$ cat src/rtl/tx_sched.sv
// tx_sched: byte scheduler in front of the UART TX escape stage.
//
// Shares the single TX byte path between the TAP data requester (multi-byte
// bursts) and the command requester (single command bytes). A byte is
// accepted only in IDLE while the escape stage reports ready. The write pulse
// follows one cycle later. A HOLD window of HOLDOFF cycles follows each
// pulse, during which TX_READY_I is ignored because the escape stage's
// registered ready has not yet caught up with the write.
// Commands win at burst boundaries. An open data burst (burst lock) blocks
// commands until its last byte is accepted.
//
// Optional feature macro: TX_SCHED_FAIR_EN. When defined, a saturating streak
// counter forces a pending data byte through after MAX_CMD_STREAK
// back-to-back command accepts.
//
// Parameters:
//   MAX_CMD_STREAK  commands accepted while data is pending before data is forced (>=1)
//   HOLDOFF         cycles after a write pulse during which TX_READY_I is ignored (>=1)
//
// Ports:
//   CLK_I, RST_I                          clock, asynchronous active-high reset
//   DATA_VALID_I, DATA_I, DATA_LAST_I     data requester
//   DATA_READY_O                          data accepted this cycle (combinational)
//   CMD_VALID_I, CMD_I                    command requester
//   CMD_READY_O                           command accepted this cycle (combinational)
//   TX_READY_I                            escape stage registered ready
//   WRITE_O, DATA_SEND_O                  data write pulse and byte
//   WRITE_COMMAND_O, COMMAND_O            command write pulse and byte
//   BUSY_O                                not IDLE, or a burst lock is held
module tx_sched #(
  parameter int MAX_CMD_STREAK = 4,
  parameter int HOLDOFF        = 2
) (
  input  logic       CLK_I,
  input  logic       RST_I,
  input  logic       DATA_VALID_I,
  input  logic [7:0] DATA_I,
  input  logic       DATA_LAST_I,
  output logic       DATA_READY_O,
  input  logic       CMD_VALID_I,
  input  logic [7:0] CMD_I,
  output logic       CMD_READY_O,
  input  logic       TX_READY_I,
  output logic       WRITE_O,
  output logic [7:0] DATA_SEND_O,
  output logic       WRITE_COMMAND_O,
  output logic [7:0] COMMAND_O,
  output logic       BUSY_O
);

  localparam int CW = $clog2(HOLDOFF + 1);

  typedef enum logic [1:0] {
    IDLE  = 2'd0,
    ISSUE = 2'd1,
    HOLD  = 2'd2
  } state_t;

  state_t      state_q, state_d;
  logic [CW-1:0] cnt_q, cnt_d;
  logic        lock_q, lock_d;
  logic        write_q, write_d;
  logic        write_cmd_q, write_cmd_d;
  logic [7:0]  data_send_q, data_send_d;
  logic [7:0]  command_q, command_d;

  logic        accept_ok_s;
  logic        force_data_s;
  logic        cmd_ready_s;
  logic        data_ready_s;

  // Readies are gated by RST_I so nothing handshakes while reset is held.
  assign accept_ok_s  = (state_q == IDLE) & TX_READY_I & ~RST_I;
  assign cmd_ready_s  = accept_ok_s & CMD_VALID_I & ~lock_q & ~force_data_s;
  assign data_ready_s = accept_ok_s & DATA_VALID_I & (lock_q | force_data_s | ~CMD_VALID_I);

  assign DATA_READY_O    = data_ready_s;
  assign CMD_READY_O     = cmd_ready_s;
  assign WRITE_O         = write_q;
  assign WRITE_COMMAND_O = write_cmd_q;
  assign DATA_SEND_O     = data_send_q;
  assign COMMAND_O       = command_q;
  assign BUSY_O          = (state_q != IDLE) | lock_q;

`ifdef TX_SCHED_FAIR_EN
  localparam int SW = $clog2(MAX_CMD_STREAK + 1);

  logic [SW-1:0] streak_q, streak_d;

  assign force_data_s = (streak_q == SW'(MAX_CMD_STREAK));

  // Streak of command accepts made while data was waiting; saturates at the limit.
  always_comb begin
    streak_d = streak_q;
    if (data_ready_s) begin
      streak_d = '0;
    end else if (cmd_ready_s && DATA_VALID_I && (streak_q != SW'(MAX_CMD_STREAK))) begin
      streak_d = streak_q + 1'b1;
    end else begin
      streak_d = streak_q;
    end
  end

  // Streak counter register.
  always_ff @(posedge CLK_I or posedge RST_I) begin
    if (RST_I) begin
      streak_q <= '0;
    end else begin
      streak_q <= streak_d;
    end
  end
`else
  assign force_data_s = 1'b0;
`endif

  // Next-state, burst lock and output-register logic.
  always_comb begin
    state_d     = state_q;
    cnt_d       = cnt_q;
    lock_d      = lock_q;
    write_d     = 1'b0;
    write_cmd_d = 1'b0;
    data_send_d = data_send_q;
    command_d   = command_q;
    case (state_q)
      IDLE: begin
        if (data_ready_s) begin
          data_send_d = DATA_I;
          write_d     = 1'b1;
          lock_d      = ~DATA_LAST_I;
          state_d     = ISSUE;
        end else if (cmd_ready_s) begin
          command_d   = CMD_I;
          write_cmd_d = 1'b1;
          state_d     = ISSUE;
        end else begin
          state_d = IDLE;
        end
      end
      ISSUE: begin
        state_d = HOLD;
        cnt_d   = CW'(HOLDOFF);
      end
      HOLD: begin
        // The count still reads 1 in the last HOLD cycle; leave on that cycle.
        if (cnt_q <= CW'(1)) begin
          cnt_d   = '0;
          state_d = IDLE;
        end else begin
          cnt_d   = cnt_q - 1'b1;
          state_d = HOLD;
        end
      end
      default: begin
        state_d = IDLE;
        cnt_d   = '0;
      end
    endcase
  end

  // State and output registers.
  always_ff @(posedge CLK_I or posedge RST_I) begin
    if (RST_I) begin
      state_q     <= IDLE;
      cnt_q       <= '0;
      lock_q      <= 1'b0;
      write_q     <= 1'b0;
      write_cmd_q <= 1'b0;
      data_send_q <= 8'h00;
      command_q   <= 8'h00;
    end else begin
      state_q     <= state_d;
      cnt_q       <= cnt_d;
      lock_q      <= lock_d;
      write_q     <= write_d;
      write_cmd_q <= write_cmd_d;
      data_send_q <= data_send_d;
      command_q   <= command_d;
    end
  end

endmodule

$ cat config.mk
export PLATFORM = sky130hd
export DESIGN_NAME = tx_sched
export DESIGN_NICKNAME = d
export VERILOG_FILES = /design/src/rtl/tx_sched.sv
export SDC_FILE = /design/constraint.sdc
export NUM_CORES = 1
export LEC_CHECK = 0
export ABC_CLOCK_PERIOD_IN_PS = 1700
export CELL_PAD_IN_SITES_DETAIL_PLACEMENT = 1
export CELL_PAD_IN_SITES_GLOBAL_PLACEMENT = 1
export CORE_MARGIN = 3
export CORE_UTILIZATION = 29
export CTS_CLUSTER_SIZE = 16
export DETAILED_ROUTE_END_ITERATION = 8
export PLACE_DENSITY = 0.74
export SYNTH_ARGS = -nofsm -noshare
export SYNTH_HDL_FRONTEND = slang
export SYNTH_SLANG_ARGS = --single-unit
$ cat constraint.sdc
create_clock -name CLK_I -period 1.7 [get_ports CLK_I]
set_input_delay 0.34 -clock CLK_I [delete_from_list [all_inputs] [get_ports CLK_I]]
set_output_delay 0.34 -clock CLK_I [all_outputs]
set_load 0.02 [all_outputs]
==> results of run 1 <==
-- worst paths after layout --
path                                               to                  from  slack [ns]
setup / recovery                         DATA_READY_O  state_q[0]$_DFF_PP0_       -0.35
hold / removal                   cnt_q[0]$_DFFE_PP0P_  cnt_q[0]$_DFFE_PP0P_        0.51
setup reg to reg           DATA_SEND_O[0]$_DFFE_PP0P_  state_q[0]$_DFF_PP0_       -0.32
hold reg to reg                  cnt_q[0]$_DFFE_PP0P_  cnt_q[0]$_DFFE_PP0P_        0.51
max in group asynchronous  DATA_SEND_O[5]$_DFFE_PP0P_                 RST_I        0.98
min in group asynchronous    COMMAND_O[5]$_DFFE_PP0P_                 RST_I        0.55
-- metal layers --
layer  routed length (um)  share of wire  vias up  track usage
li1                     -              -      367            -
met1                 1190           0.41      398        0.178
met2                 1550           0.53       29        0.262
met3                  181          0.062        2       0.0347
met4                    9         0.0031        0       0.0396
met5                    0              0        -            0
-- cells in the mapped netlist --
master      n  area (sq um)
nor3_1      1          5.00
nor3_2      1          10.0
ha_1        4          50.1
or4b_4      1          13.8
mux2_4      7           105
nand4b_1    1          8.76
mux2_2      9           101
a2111oi_0   1          8.76
a31oi_1     1          6.26
nand2_1     2          7.51
dfrtp_1    23           576
or2b_1      1          7.51
mux2i_1     1          10.0
o21ai_0     3          15.0
buf_6       1          11.3
nand3_1     1          5.00
nand2b_1    1          6.26
nand2_2     1          6.26
nand3b_1    1          7.51
inv_1       8          30.0
-- power by group through the flow --
stage / Sequential [mW] / Combinational (mW) / Clock, mW
6_report: 0.820 / 1.08 / 0.248
2_1_floorplan: 1.03 / 0.278 / 0
3_5_place_dp: 0.831 / 0.991 / 0
5_1_grt: 0.847 / 1.14 / 0.302
4_1_cts: 0.821 / 1.06 / 0.270
3_3_place_gp: 0.817 / 0.970 / 0
-- cell usage in the layout (no fill, tap or decap) --
cell type	instances
buf_12	1
or2b_1	1
a2111oi_1	1
dlymetal6s2s_1	7
a31oi_1	1
mux2_4	15
buf_4	17
ha_4	1
or4b_4	1
nand4b_1	1
buf_6	6
nand2_4	1
o21ai_0	3
clkinv_2	1
nand2b_1	1
inv_1	5
mux2_2	1
inv_4	1
ha_1	3
nand2_1	2
nand3_1	1
clkbuf_4	3
dfrtp_1	23
nor3_4	2
inv_2	2
clkdlybuf4s50_1	32
mux2i_1	1
nand3b_1	1
-- final cells by class --
cell class,count,area share
tap,44,0.0314
clock buffer,3,0.0128
timing repair buffer,63,0.355
inverter,8,0.0185
sequential,23,0.328
clock inverter,1,0.00285
multi-input combinational,37,0.251
-- cell families (layout without fill, tap and decap cells) --
| family | Yosys count | in the layout |
|---|---|---|
| DFF | 23 | 23 |
| buffers and inverters | 9 | 75 |
| and+or+nand+nor | 11 | 11 |
| muxes | 17 | 17 |
| adders and majority gates | 4 | 4 |
| AOI/OAI and AO/OA | 5 | 5 |
-- registers in the layout (all words and copies together), names as in the netlist --
| signal | cells |
|---|---|
| DATA_SEND_O | 8 |
| COMMAND_O | 8 |
| lock_q | 1 |
| cnt_q | 2 |
| state_q | 2 |
| WRITE_COMMAND_O | 1 |
| WRITE_O | 1 |
-- per-stage QoR --
step | utilization | setup TNS, ns | instances
after floorplan | - | -0.471 | 69
after global placement | 0.496 | -5.08 | 166
after detailed placement | 0.496 | -5.68 | 166
after CTS | 0.536 | -3.76 | 176
after global routing | 0.556 | -5.19 | 179
final | 0.556 | -3.68 | 179
-- critical path, stage by stage (launching register included) --
cell	delay, ns
dfrtp_1	0.43
inv_2	0.09
ha_4	0.15
nand2_4	0.04
or4b_4	0.51
inv_4	0.07
buf_6	0.11
-- timing repair --
item                                    in CTS  in global routing
endpoints found under the setup margin      11                 28
buffers inserted                             6                  3
cloned                                       0                  1
gates resized for setup                     30                 16
pin swaps                                    1                  2
==> results.toml, run 1 <==
[run_status]
status = "complete, but fails checks"
violations = "negative setup slack"

[die]
die_height_um = 64.5
rows = 20
coreArea_sq_um = 3150
io-pin-count = 43
die_x_um = 64.5
initial_utilization = 0.314
dieArea_sq_um = 4150

[place]
pre_cts_ws_ns = -0.721
port_buffers = 42
dpl_cell_area_sq_um = 1570
dp_hpwl_mm = 2.01
gp_routability_congestion = 0.694

[synth]
ys_warn_count = 0
synth_nets = 95
seq_area_frac_synth = 0.581
synth_top_family_by_area = "multiplexers"
synthMuxAreaShare = 0.218
synth.avg_cell_area_sq_um = 14.4
synth-adder-area-share = 0.0505
synthSimpleGateAreaFrac = 0.0783
yosysUniqueCellTypes = 20
synth-seq-cells = 23
synth_compound_area_frac = 0.0303
synth_xor_area_frac = 0
syn_inst = 69
netlist_area_sq_um = 991

[worst_hold_path]
worst_hold_path_type = "reg2reg"
min_path_cells = 1

[cts]
htreeDepth = 1
cts.sinks = 23
cts_max_path_buffers = 2
clk_latency_ns = 0.30
cts-root-buf = "clkbuf_4"
holdBufCountCts = 0
cts_tree = "yes"
clkTransAtPathRegs_ns = 0.13
cts_buffers = 3

[pwr]
p_leak_nw = 0.899
pwr-share-comb = 0.502
pwr-share-seq = 0.382
p_total_mw = 2.14
peakVddDrop_mv = 0.758
p_per_area_nw_per_um2 = 1220
netSwitchingFraction = 0.334
intPower_mw = 1.43
power.switching_mw = 0.716
pwr-share-clk = 0.116

[timing]
slew_headroom = 0.740
drv_slew = 0
post-route-period-util = 1.21
setup_violations = 21
finalHoldViolCount = 0
tightest_slew_ns = 0.389
worst_slack_ns = -0.350
max_freq_mhz = 488
hold_slack_ns = 0.515
rsz0062_at_grt = "true"
period_needed_ns = 2.05
skew_ns = 0.00269

[grt]
grt-ovfl-total = 0
grt_pass1_wl_mm = 4.66
grt_pass1_vias = 912
antenna_found_initial = 0
grt_max_degree = 14
grt.total_usage = 0.147

[drt]
routed_wl_mm = 2.94
wl_per_cell_um = 16.4
antenna_left = 0
drt_iter0_drc = 11
routed_via_density = 4.45
firstDrtPassIters = 3
route.detailed.drc = 0
vias = 796

[layout]
nets = 162
drive_gt1_frac = 0.385
multi_input_area_sq_um = 440
finish.instance_area_sq_um = 1750
area_growth_pct = 77.0
fill_cells = 326
ff_latch_area_sq_um = 576
n_antenna_cell = 0

[setup_path]
cp-end-kind = "output pin"
critPathKind = "reg2out"
cp.required_ns = 1.36
critPathArrivalTime_ns = 1.71
setup.worst_path.start_class = "flip-flop"
cp_max_fo = 2
rr_worst_depth = 8

[flow_run]
cap_viol_max_count = 0
(Power assumes the default switching activity.)
==> run 2: changes to the inputs <==
ABC_CLOCK_PERIOD_IN_PS = 2100   (was 1700)
CORE_UTILIZATION = 30   (was 29)
PLACE_DENSITY = 0.73   (was 0.74)
clock period = 2.1 ns   (was 1.7 ns; I/O delays follow)
==> run 2 against run 1 <==
Net effect: the run still ends with negative setup slack left; clock-buffer cell count up 1; register-to-register slack better by 0.59 ns; clock power is 18% lower; non-clock buffer count decreased by 10; die area fell by 3.0%; via count is 7.0% lower; sequential cell count unchanged; sequential share of layout area grew 3.4 points; sequential power shrank 19%; global-route usage down 0.96 points; cell area decreased by 9.3%; largest power group unchanged.
==> results.toml, run 2 (synthesis gave the netlist of run 1 again) <==
[place]
dpl_cell_area_sq_um = 1540
pre_cts_ws_ns = -0.451
place_inst = 164
gp_routability_congestion = 0.695
dp_hpwl_mm = 2.03
port_buffers = 42

[grt]
grt_pass1_wl_mm = 4.24
grt_max_degree = 16
grt-ovfl-total = 0
antenna_found_initial = 0
grt.total_usage = 0.138
grt_pass1_vias = 844

[die]
dieArea_sq_um = 4030
rows = 20
initial_utilization = 0.319
io-pin-count = 43
coreArea_sq_um = 3100
die_height_um = 63.5
die_x_um = 63.5

[drt]
routed_via_density = 4.38
route.detailed.drc = 0
firstDrtPassIters = 4
routed_wl_mm = 2.49
drt_iter0_drc = 12
vias = 740
antenna_left = 0
wl_per_cell_um = 14.7

[run_status]
status = "complete, but fails checks"
violations = "negative setup slack"

[setup_path]
rr_worst_depth = 6
critPathKind = "reg2out"
critPathArrivalTime_ns = 1.68
r2r_setup_slack_ns = 0.27
crit-reg2reg-launch = "state_q[1]$_DFF_PP0_"
worstSetupStartpoint = "state_q[1]$_DFF_PP0_"
reg2reg_to = "DATA_SEND_O[7]$_DFFE_PP0P_"
cp_max_fo = 2
setup.worst_path.start_class = "flip-flop"
worstSetupEndpoint = "DATA_READY_O"
cp.required_ns = 1.68
cp-end-kind = "output pin"

[pwr]
peakVddDrop_mv = 0.459
p_leak_nw = 0.734
p_per_area_nw_per_um2 = 1040

[timing]
max_freq_mhz = 476
hold_slack_ns = 0.521
rsz0062_at_grt = "true"
drv_slew = 0
skew_ns = 0.00157
setup_violations = 1
tightest_slew_ns = 0.406
period_needed_ns = 2.10
finalHoldViolCount = 0
post-route-period-util = 1.00
worst_slack_ns = -0.000501
slew_headroom = 0.729

[cts]
cts_tree = "yes"
cts_max_path_buffers = 2
clk_latency_ns = 0.30
cts.sinks = 23
cts_buffers = 3
htreeDepth = 1
holdBufCountCts = 0
clkTransAtPathRegs_ns = 0.12
cts-root-buf = "clkbuf_4"

[worst_hold_path]
worst_hold_path_type = "reg2reg"
min_path_cells = 1

[layout]
fin_cells = 169
nets = 152
n_antenna_cell = 0
area_growth_pct = 60.5
final_cell_mix = "39 x clkdlybuf4s50_1, 23 x dfrtp_1, 10 x buf_4"
fill_cells = 356
drive_gt1_frac = 0.312
fin_util = 0.513
finish.instance_area_sq_um = 1590
mostFrequentLayoutCell = "clkdlybuf4s50_1"

[flow_run]
cap_viol_max_count = 0
-- run 2: worst min-delay path by stage --
stage,startpoint,end,slack (ns)
floorplan,RST_I,COMMAND_O[0]$_DFFE_PP0P_,0.42
global placement,cnt_q[0]$_DFFE_PP0P_,cnt_q[0]$_DFFE_PP0P_,0.48
detailed placement,COMMAND_O[4]$_DFFE_PP0P_,COMMAND_O[4]$_DFFE_PP0P_,0.50
CTS,COMMAND_O[4]$_DFFE_PP0P_,COMMAND_O[4]$_DFFE_PP0P_,0.52
global route,COMMAND_O[7]$_DFFE_PP0P_,COMMAND_O[7]$_DFFE_PP0P_,0.56
finish,COMMAND_O[4]$_DFFE_PP0P_,COMMAND_O[4]$_DFFE_PP0P_,0.52
-- run 2: layout make-up --
cell class,instances,area [sq um],area share
multi-input combinational,37,387,0.243
inverter,8,30.0,0.0189
timing repair buffer,53,517,0.325
sequential,23,576,0.362
clock buffer,4,26.3,0.0165
tap,44,55.1,0.0346
-- run 2: per-layer routing --
layer | share of wire | global-route usage
met1 | 0.38 | 0.157
met2 | 0.59 | 0.254
met3 | 0.032 | 0.0303
met4 | 0 | 0.0404
met5 | 0 | 0
-- run 2: repair_timing --
| item | 4_1_cts | 5_1_grt |
|---|---|---|
| pin swaps | 1 | 0 |
| endpoints found under the setup margin | 3 | 1 |
| gates resized for setup | 16 | 0 |
| setup buffers | 0 | 1 |
-- run 2: power breakdown --
group          switching [mW]  internal (mW)
registers              0.0770          0.586
logic                   0.344          0.441
clock network           0.129         0.0740
-- run 2: worst max-delay path, stage by stage, from the launching register on --
cell	delay [ns]
dfrtp_1	0.42
inv_2	0.09
ha_4	0.14
nand2_2	0.05
or4b_4	0.50
inv_2	0.07
buf_6	0.11
-- run 2: per-stage QoR --
stage	TNS [ns]	power (mW)
after floorplan	0	1.05
after global placement	-0.635	1.43
after detailed placement	-0.774	1.47
after CTS	-0.0185	1.68
after global routing	-0.0763	1.76
final	-0.000501	1.65
